===== src/rtl/cpu_defs_pkg.sv =====
// rtl/cpu_defs_pkg.sv - shared CPU opcodes, fetch state encoding and instruction field positions
package cpu_defs_pkg;

   localparam logic [5:0] OP_ADD  = 6'b000000;
   localparam logic [5:0] OP_SUB  = 6'b000001;
   localparam logic [5:0] OP_ADDI = 6'b000010;
   localparam logic [5:0] OP_OR   = 6'b010000;
   localparam logic [5:0] OP_AND  = 6'b010001;
   localparam logic [5:0] OP_LW   = 6'b100111;
   localparam logic [5:0] OP_SW   = 6'b100110;
   localparam logic [5:0] OP_BEQ  = 6'b110000;
   localparam logic [5:0] OP_HALT = 6'b111111;

   localparam int OPC_MSB = 31;
   localparam int OPC_LSB = 26;
   localparam int IMM_MSB = 15;
   localparam int IMM_LSB = 0;

   typedef enum logic [1:0] {
      ST_IDLE   = 2'd0,
      ST_REQ    = 2'd1,
      ST_EXEC   = 2'd2,
      ST_HALTED = 2'd3
   } fetch_state_e;

endpackage


===== src/rtl/pc_next_calc.sv =====
// rtl/pc_next_calc.sv - combinational sequential/branch next-PC computation
module pc_next_calc (
   input  logic [31:0] pc_i,
   input  logic [15:0] imm16_i,
   input  logic        take_branch_i,
   output logic [31:0] pc_plus4_o,
   output logic [31:0] next_pc_o
);

   logic [31:0] br_off;

   // Word offset relative to pc+4; all arithmetic wraps modulo 2^32.
   assign br_off     = {{14{imm16_i[15]}}, imm16_i, 2'b00};
   assign pc_plus4_o = pc_i + 32'd4;
   assign next_pc_o  = take_branch_i ? (pc_plus4_o + br_off) : pc_plus4_o;

endmodule


===== src/rtl/pc_fetch_unit.sv =====
// rtl/pc_fetch_unit.sv - fetch stage: PC, instruction register, next-PC selection and halt
module pc_fetch_unit
   import cpu_defs_pkg::*;
#(
   parameter logic [31:0] RESET_PC = 32'h0000_0000,
   parameter int          CNT_W    = 32
) (
   input  logic             CLK,
   input  logic             Reset,
   output logic             imem_req,
   output logic [31:0]      imem_addr,
   input  logic [31:0]      imem_rdata,
   input  logic             imem_ack,
   input  logic             PCWre,
   input  logic             Branch,
   input  logic             zero,
   output logic [31:0]      instr,
   output logic [5:0]       opcode,
   output logic             instr_valid,
   output logic [31:0]      pc,
   output logic [31:0]      pc_plus4,
   output logic             halted,
   output logic [CNT_W-1:0] retired_cnt
);

   fetch_state_e     state_q;
   logic [31:0]      pc_q;
   logic [31:0]      pc_d;
   logic [31:0]      instr_q;
   logic             req_q;
   logic             valid_q;
   logic             halted_q;
   logic [CNT_W-1:0] cnt_q;
   logic             take_branch;

   assign take_branch = (state_q == ST_EXEC) && PCWre && Branch && zero;

   pc_next_calc u_pc_next_calc (
      .pc_i          (pc_q),
      .imm16_i       (instr_q[IMM_MSB:IMM_LSB]),
      .take_branch_i (take_branch),
      .pc_plus4_o    (pc_plus4),
      .next_pc_o     (pc_d)
   );

   // Outputs are registered alongside the state so each is valid for the whole state.
   always_ff @(posedge CLK or posedge Reset) begin
      if (Reset) begin
         state_q  <= ST_IDLE;
         pc_q     <= RESET_PC;
         instr_q  <= 32'h0000_0000;
         req_q    <= 1'b0;
         valid_q  <= 1'b0;
         halted_q <= 1'b0;
         cnt_q    <= '0;
      end else begin
         case (state_q)
            ST_IDLE: begin
               state_q <= ST_REQ;
               req_q   <= 1'b1;
            end
            ST_REQ: begin
               if (imem_ack) begin
                  instr_q <= imem_rdata;
                  state_q <= ST_EXEC;
                  req_q   <= 1'b0;
                  valid_q <= 1'b1;
               end
            end
            ST_EXEC: begin
               valid_q <= 1'b0;
               cnt_q   <= cnt_q + CNT_W'(1);
               if (!PCWre) begin
                  halted_q <= 1'b1;
                  state_q  <= ST_HALTED;
               end else begin
                  pc_q    <= pc_d;
                  state_q <= ST_REQ;
                  req_q   <= 1'b1;
               end
            end
            default: begin
               state_q <= ST_HALTED;
            end
         endcase
      end
   end

   assign imem_req    = req_q;
   assign imem_addr   = pc_q;
   assign pc          = pc_q;
   assign instr       = instr_q;
   assign opcode      = instr_q[OPC_MSB:OPC_LSB];
   assign instr_valid = valid_q;
   assign halted      = halted_q;
   assign retired_cnt = cnt_q;

endmodule


===== config.mk =====
export PLATFORM = sky130hd
export DESIGN_NAME = pc_fetch_unit
export DESIGN_NICKNAME = d
export VERILOG_FILES = /design/src/rtl/cpu_defs_pkg.sv /design/src/rtl/pc_next_calc.sv /design/src/rtl/pc_fetch_unit.sv
export SDC_FILE = /design/constraint.sdc
export NUM_CORES = 1
export LEC_CHECK = 0
export ABC_AREA = 1
export ABC_CLOCK_PERIOD_IN_PS = 11000
export BUFFER_PORTS_ARGS = -buffer_cell sky130_fd_sc_hd__buf_4
export CORE_MARGIN = 1.5
export CORE_UTILIZATION = 45
export DETAILED_ROUTE_END_ITERATION = 6
export PLACE_DENSITY = 0.7
export SYNTH_ARGS = -nofsm -noshare
export SYNTH_HDL_FRONTEND = slang
export SYNTH_SLANG_ARGS = --single-unit

===== constraint.sdc =====
create_clock -name CLK -period 11 [get_ports CLK]
set_input_delay 2.75 -clock CLK [delete_from_list [all_inputs] [get_ports CLK]]
set_output_delay 2.75 -clock CLK [all_outputs]
set_load 0.03 [all_outputs]

==> Flow_metrics.wiki, run 1 <==
{| class="wikitable"
! Metric !! Value
|-
| Number of vias after detailed routing || 7673
|-
| Combined buffer and inverter count along the critical path || 2
|-
| Largest stage delay, worst path || 0.44 ns
|-
| Die Span Y || 135 um
|-
| Worst slack, placed || 5.89 ns
|-
| Power density of the placed cells || 342 nW/um^2
|-
| Maximum clock skew at final layout || 0.0109 ns
|-
| Tightest slew margin relative to the limit || 28.3%
|-
| WP data arrival || 2.41 ns
|-
| Static power due to leakage || 5.48 nW
|-
| Number of cells on the critical path || 7
|-
| Share of Yosys cell area claimed by the top area cell type || 31.6%
|-
| Number of I/O port buffers || 200
|-
| Worst Hold Margin || 0.487 ns
|-
| Number of antenna-violating nets in the routed design || 0
|-
| Synthesis-to-layout area growth || 22.1%
|-
| Clock root cell || clkbuf_16
|-
| Length of the first detailed-routing pass in iterations || 5
|-
| Total detailed-routing wirelength || 22200 um
|-
| Clock transition time at the flip-flop clock pins of the worst setup and hold paths || 0.08 ns
|-
| Post-route worst setup slack || 5.84 ns
|-
| Result of the run || complete, no violations
|-
| Total power draw || 0.00328 W
|-
| IR drop worst, VDD || 0.176 mV
|-
| Startpoint class of the critical path || flop
|-
| Cell with the largest stage delay on the worst path || dfrtp_1
|-
| Cell types occupying the most area after synthesis || dfrtp_1 (32%), nand2_1 (21%), inv_1 (8.9%), ha_1 (5.9%), nand3_1 (4.5%)
|-
| Hold_buf cts || 0
|-
| Avg WL per Cell || 14.1 um
|-
| Core Area || 17200 um^2
|-
| Switching power || 0.00186 W
|-
| Worst R2R Path Depth || 16
|-
| Worst setup path endpoint || pc_plus4[10]
|-
| Cell with the most instances after synthesis || nand2_1
|-
| Reg2reg start || imem_addr[2]
|-
| Share of synthesized registers carrying an async set or reset || 100%
|-
| Clock group share of total power || 10.0%
|-
| Vias in the first global route || 7215
|-
| Critical Path End Type || output port
|-
| Via/cell ratio || 4.87
|-
| Critical path cell sequence || ha_1 -> inv_1 -> nor2_2 -> nand3_1 -> nor2_1 -> xor2_1 -> buf_4
|-
| Global router's overall resource usage || 24.9%
|-
| Longest Clk Path Bufs || 2
|-
| Biggest area consumer among synthesized cells || dfrtp_1
|-
| Net switching fraction of the power || 56.7%
|-
| Path class of the lowest-slack min-delay path || reg -> reg
|-
| Max cap viols || 0
|-
| Routability congestion estimate from global placement || 0.900
|-
| Ys Warns || 0
|-
| Die Area || 18200 um^2
|-
| Post-CTS resize count || 0
|-
| Wire length of the first global-routing pass || 35800 um
|-
| Unique masters post-synth || 47
|-
| Crit path max fanout || 6
|-
| Overall die width || 135 um
|-
| Kind of cell with the highest combined delay on the critical path || simple AND/OR/NAND/NOR gates
|-
| Synthesized flop and latch total || 99
|-
| Total setup buffers inserted after CTS || 0
|-
| Iter 0 DRT Violations || 379
|-
| GRT overflow || 0
|-
| Count of endpoints failing hold in the final timing report || 0
|-
| Synthesized area || 7840 um^2
|-
| Sequential power share || 20.0%
|-
| Most common flop cell mapped by yosys || dfrtp_1
|-
| Final clock period utilization by the worst path || 46.9%
|-
| Drt drc || 0
|-
| Register-to-Register Setup Slack || 7.39 ns
|-
| Synthesized area per cell || 6.62 um^2
|-
| I/O pin cnt || 207
|-
| CTS HTree Levels || 3
|-
| Combinational share of power || 70.0%
|-
| Total half-perimeter wirelength after legalization and detailed placement || 17900 um
|-
| Number of antenna violations at the first check in global routing || 0
|-
| Worst reg2reg endpoint || imem_addr[28]
|-
| Number of pins exceeding their max-slew limit in the final report || 0
|-
| TritonCTS clock tree || done
|-
| Number of placement rows || 48
|-
| RSZ-0062 raised after global routing || no
|-
| Starting utilization of the core area || 45.7%
|-
| Count of filler cells inserted in the layout || 1757
|-
| Cell Int Power || 0.00142 W
|-
| Clock latency reported for the late side of the worst-skew pair || 0.36 ns
|-
| Number of synthesized flops with an enable pin || 0
|-
| List of most frequent post-synthesis cells || nand2_1 (446), inv_1 (187), dfrtp_1 (99)
|-
| Instance count along the most critical hold path || 1
|-
| Setup TNS || 0 ns
|-
| Number of endpoints failing setup at the final stage || 0
|-
| Timing startpoint of the critical path || imem_addr[2]
|-
| Number of antenna diodes || 0
|-
| WS Path Type || reg -> out
|-
| Worst Max-Slew Pin Slew || 1.07 ns
|-
| Seq/Total Area, Yosys || 31.6%
|-
| TritonCTS buffer count || 9
|-
| Final Net Count || 1423
|-
| Final core utilization || 55.8%
|-
| Share of layout cells above drive strength 1 || 18.0%
|-
| Worst path required time || 8.25 ns
|-
| Final critical delay including setup and external delays || 5.16 ns
|-
| Synth Instances || 1185
|-
| Number of clock sinks || 99
|-
| Maximum achievable frequency || 194 MHz
|-
| Maximum number of pins on one net before global-route repair || 72
|}
[state kept, by name (all words and copies together), names as in the netlist]
signal / cells
instr: 32
halted: 1
state_q: 2
retired_cnt: 32
imem_addr: 30
instr_valid: 1
imem_req: 1
[cells by family after synthesis]
logic type / synth area share [%]
AO/OA/AOI/OAI: 6.21
adder cells (fa/ha/maj): 6.16
buffers and inverters: 14.1
XOR/XNOR: 6.13
other: 0.0478
flip-flops: 31.6
AND/OR/NAND/NOR: 35.8
[worst min path at each step]
stage	start	to
5_1_grt	instr[25]	instr[25]
2_1_floorplan	state_q[1]	state_q[1]
3_3_place_gp	imem_req	imem_req
4_1_cts	instr_valid	instr_valid
6_report	halted	halted
3_5_place_dp	halted	halted
[final cells by class]
| cell class | count | area (um^2) | share of cell area, % |
|---|---|---|---|
| Timing Repair Buffer | 202 | 1520 | 15.8 |
| Clock buffer | 10 | 239 | 2.49 |
| Multi-Input combinational cell | 845 | 4280 | 44.7 |
| Sequential cell | 99 | 2480 | 25.9 |
| Tap cell | 225 | 282 | 2.94 |
| Inverter | 190 | 718 | 7.50 |
| Clock inverter | 6 | 66.3 | 0.692 |
[worst reg2reg max path: cells and delay by family (launching register included)]
family                     cells  cell delay (ns)
AOI/OAI and AO/OA              2             0.41
and+or+nand+nor                9             1.61
xor gates and xnor gates       1             0.38
buffers and inverters          2             0.13
adders and majority gates      2             0.56
DFF                            1             0.44
[metrics by stage]
stage	instance area (um^2)	cells
finish	9580	1577
global route	9580	1577
CTS	9580	1577
detailed placement	9270	1561
global placement	9270	1561
floorplan	7860	1190
[metal layers]
| layer | track usage (%) | wire, um | up-vias |
|---|---|---|---|
| met5 | 0 | 0 | - |
| met4 | 7.53 | 540 | 0 |
| met3 | 5.52 | 1450 | 28 |
| met2 | 39.1 | 9830 | 212 |
| met1 | 34.4 | 10400 | 3490 |
| li1 | - | - | 3943 |
[cell usage in the layout, fill, tap and decap left out, types with 7 or more instances in the layout]
master       n
nand3_1     70
o22ai_1      7
xnor2_1     16
xor2_1      37
clkbuf_16    9
ha_1        37
dfrtp_1     99
nor2_1      87
nand4_1     12
inv_1      186
buf_4      202
o21ai_0     14
nor3_1      19
nand2_1    446
a21oi_1     30
[power groups by stage]
| stage | combinational, W | sequential (W) | clock, W |
|---|---|---|---|
| 3_5_place_dp | 0.00228 | 0.000660 | 0 |
| 3_3_place_gp | 0.00228 | 0.000659 | 0 |
| 6_report | 0.00229 | 0.000657 | 0.000328 |
| 2_1_floorplan | 0.00142 | 0.000855 | 0 |
| 5_1_grt | 0.00253 | 0.000681 | 0.000350 |
| 4_1_cts | 0.00229 | 0.000657 | 0.000335 |
No activity file was read; power rests on OpenSTA's default activity.
==> inputs of run 2 (changes only) <==
--- a/config.mk
+++ b/config.mk
@@ -6,12 +6,12 @@
 export NUM_CORES = 1
 export LEC_CHECK = 0
 export ABC_AREA = 1
-export ABC_CLOCK_PERIOD_IN_PS = 11000
+export ABC_CLOCK_PERIOD_IN_PS = 4200
 export BUFFER_PORTS_ARGS = -buffer_cell sky130_fd_sc_hd__buf_4
 export CORE_MARGIN = 1.5
 export CORE_UTILIZATION = 45
 export DETAILED_ROUTE_END_ITERATION = 6
-export PLACE_DENSITY = 0.7
+export PLACE_DENSITY = 0.73
 export SYNTH_ARGS = -nofsm -noshare
 export SYNTH_HDL_FRONTEND = slang
 export SYNTH_SLANG_ARGS = --single-unit
==> constraint.sdc (replaced) <==
create_clock -name CLK -period 4.2 [get_ports CLK]
set_input_delay 1.05 -clock CLK [delete_from_list [all_inputs] [get_ports CLK]]
set_output_delay 1.05 -clock CLK [all_outputs]
set_load 0.03 [all_outputs]
==> Flow_metrics.wiki, run 2 (same netlist as run 1, synthesis figures left out) <==
{| class="wikitable"
! Metric !! Value
|-
| Total half-perimeter wirelength after legalization and detailed placement || 18300 um
|-
| Overall die width || 135 um
|-
| Clock transition time at the flip-flop clock pins of the worst setup and hold paths || 0.09 ns
|-
| Number of non-filler instances in the completed layout || 1580
|-
| TritonCTS clock tree || done
|-
| Number of clock sinks || 99
|-
| Cell with the largest stage delay on the worst path || xor2_1
|-
| Final Net Count || 1426
|-
| Via/cell ratio || 5.02
|-
| Path class of the lowest-slack min-delay path || reg -> reg
|-
| TritonCTS buffer count || 9
|-
| Maximum number of pins on one net before global-route repair || 61
|-
| Global router's overall resource usage || 25.7%
|-
| Number of I/O port buffers || 200
|-
| Number of pins exceeding their max-slew limit in the final report || 0
|-
| Number of vias after detailed routing || 7928
|-
| Routability congestion estimate from global placement || 0.981
|-
| Critical Path End Type || output port
|-
| Starting utilization of the core area || 45.7%
|-
| Number of antenna violations at the first check in global routing || 0
|-
| Worst Hold Margin || 0.490 ns
|-
| Largest stage delay, worst path || 0.56 ns
|-
| Drt drc || 0
|-
| Count of endpoints failing hold in the final timing report || 0
|-
| Worst path required time || 3.15 ns
|-
| IR drop worst, VDD || 0.463 mV
|-
| Crit path max fanout || 7
|-
| Synthesis-to-layout area growth || 23.0%
|-
| Iter 0 DRT Violations || 429
|-
| CTS HTree Levels || 3
|-
| Final clock period utilization by the worst path || 84.3%
|-
| Power density of the placed cells || 897 nW/um^2
|-
| I/O pin cnt || 207
|-
| Length of the first detailed-routing pass in iterations || 4
|-
| Setup TNS || 0 ns
|-
| Worst Max-Slew Pin Slew || 1.04 ns
|-
| Avg WL per Cell || 14.7 um
|-
| Number of antenna diodes || 0
|-
| Static power due to leakage || 5.51 nW
|-
| Core Area || 17200 um^2
|-
| Total setup buffers inserted after CTS || 0
|-
| Maximum achievable frequency || 282 MHz
|-
| Max cap viols || 0
|-
| Longest Clk Path Bufs || 2
|-
| WP data arrival || 2.49 ns
|-
| Total detailed-routing wirelength || 23200 um
|-
| Die Area || 18200 um^2
|-
| Number of endpoints failing setup at the final stage || 0
|-
| Number of antenna-violating nets in the routed design || 0
|-
| Die Span Y || 135 um
|-
| Hold_buf cts || 0
|-
| Post-CTS resize count || 0
|-
| RSZ-0062 raised after global routing || no
|-
| Wire length of the first global-routing pass || 36600 um
|-
| Share of layout cells above drive strength 1 || 18.2%
|-
| Commonest non-fill, non-tap cell in the layout || nand2_1
|-
| Placed insts || 1564
|-
| Maximum clock skew at final layout || 0.0165 ns
|-
| Tightest slew margin relative to the limit || 30.3%
|-
| GRT overflow || 0
|-
| Result of the run || complete, no violations
|-
| Most used cells in the layout excluding fill and tap cells || nand2_1 (446), buf_4 (204), inv_1 (186), dfrtp_1 (99), nor2_1 (87)
|-
| Startpoint class of the critical path || flop
|-
| Final critical delay including setup and external delays || 3.54 ns
|-
| Clock latency reported for the late side of the worst-skew pair || 0.36 ns
|-
| Critical path cell sequence || nand2_1 -> nor2_1 -> nand2_1 -> inv_1 -> nand3_1 -> nor2_1 -> xor2_1 -> buf_4
|-
| Clock root cell || clkbuf_16
|-
| Number of placement rows || 48
|-
| WS Path Type || reg -> out
|-
| Vias in the first global route || 7247
|}
[run 2: worst paths after layout]
path | end | slack (ns) | from | cells past startpoint
min reg2reg | imem_req | 0.49 | imem_req | 2
min | imem_req | 0.49 | imem_req | 2
max | pc_plus4[17] | 0.66 | imem_addr[4] | 8
min in group asynchronous | imem_addr[4] | 0.86 | Reset | 2
max reg2reg | imem_addr[15] | 0.66 | imem_addr[2] | 19
max in group asynchronous | state_q[1] | 2.62 | Reset | 3
[run 2: final cells by class]
cell class / count / area, um^2
Fill cell: 1698 / 7530
Tap cell: 225 / 282
Sequential cell: 99 / 2480
Clock inverter: 7 / 111
Multi-Input combinational cell: 845 / 4280
Inverter: 190 / 718
Clock buffer: 9 / 225
Timing Repair Buffer: 205 / 1550
[run 2: through the flow]
| stage | power (W) | worst slack [ns] | utilization (%) | area, um^2 |
|---|---|---|---|---|
| final | 0.00866 | 0.658 | 56.2 | 9650 |
| after global routing | 0.00936 | 0.367 | 56.2 | 9650 |
| after CTS | 0.00863 | 0.705 | 56.2 | 9650 |
| after detailed placement | 0.00768 | 0.813 | 54.2 | 9310 |
| after global placement | 0.00763 | 0.841 | 54.2 | 9310 |
| after floorplan | 0.00596 | 0.560 | - | 7860 |
[run 2: power by group]
part           internal (W)  switching [W]  total, W  leakage [nW]
clock              0.000484       0.000428  0.000911         0.157
sequential          0.00127       0.000472   0.00174          1.24
combinational       0.00201        0.00399   0.00600          4.11
total               0.00377        0.00489   0.00866          5.51
[run 2: critical path, delay by kind of cell, from the launching register on]
kind	cells	cell delay (ns)
flops	1	0.48
buf+inv	2	0.35
simple gates	5	0.73
xor+xnor	1	0.56
[run 2: per-layer routing]
metal  global-route usage [%]  vias up  routed length [um]
met3                     5.03       47                1970
met5                        0        -                   0
met2                     40.9      317               10500
li1                         -     3942                   -
met4                     10.3        0                 663
met1                     34.3     3622               10100
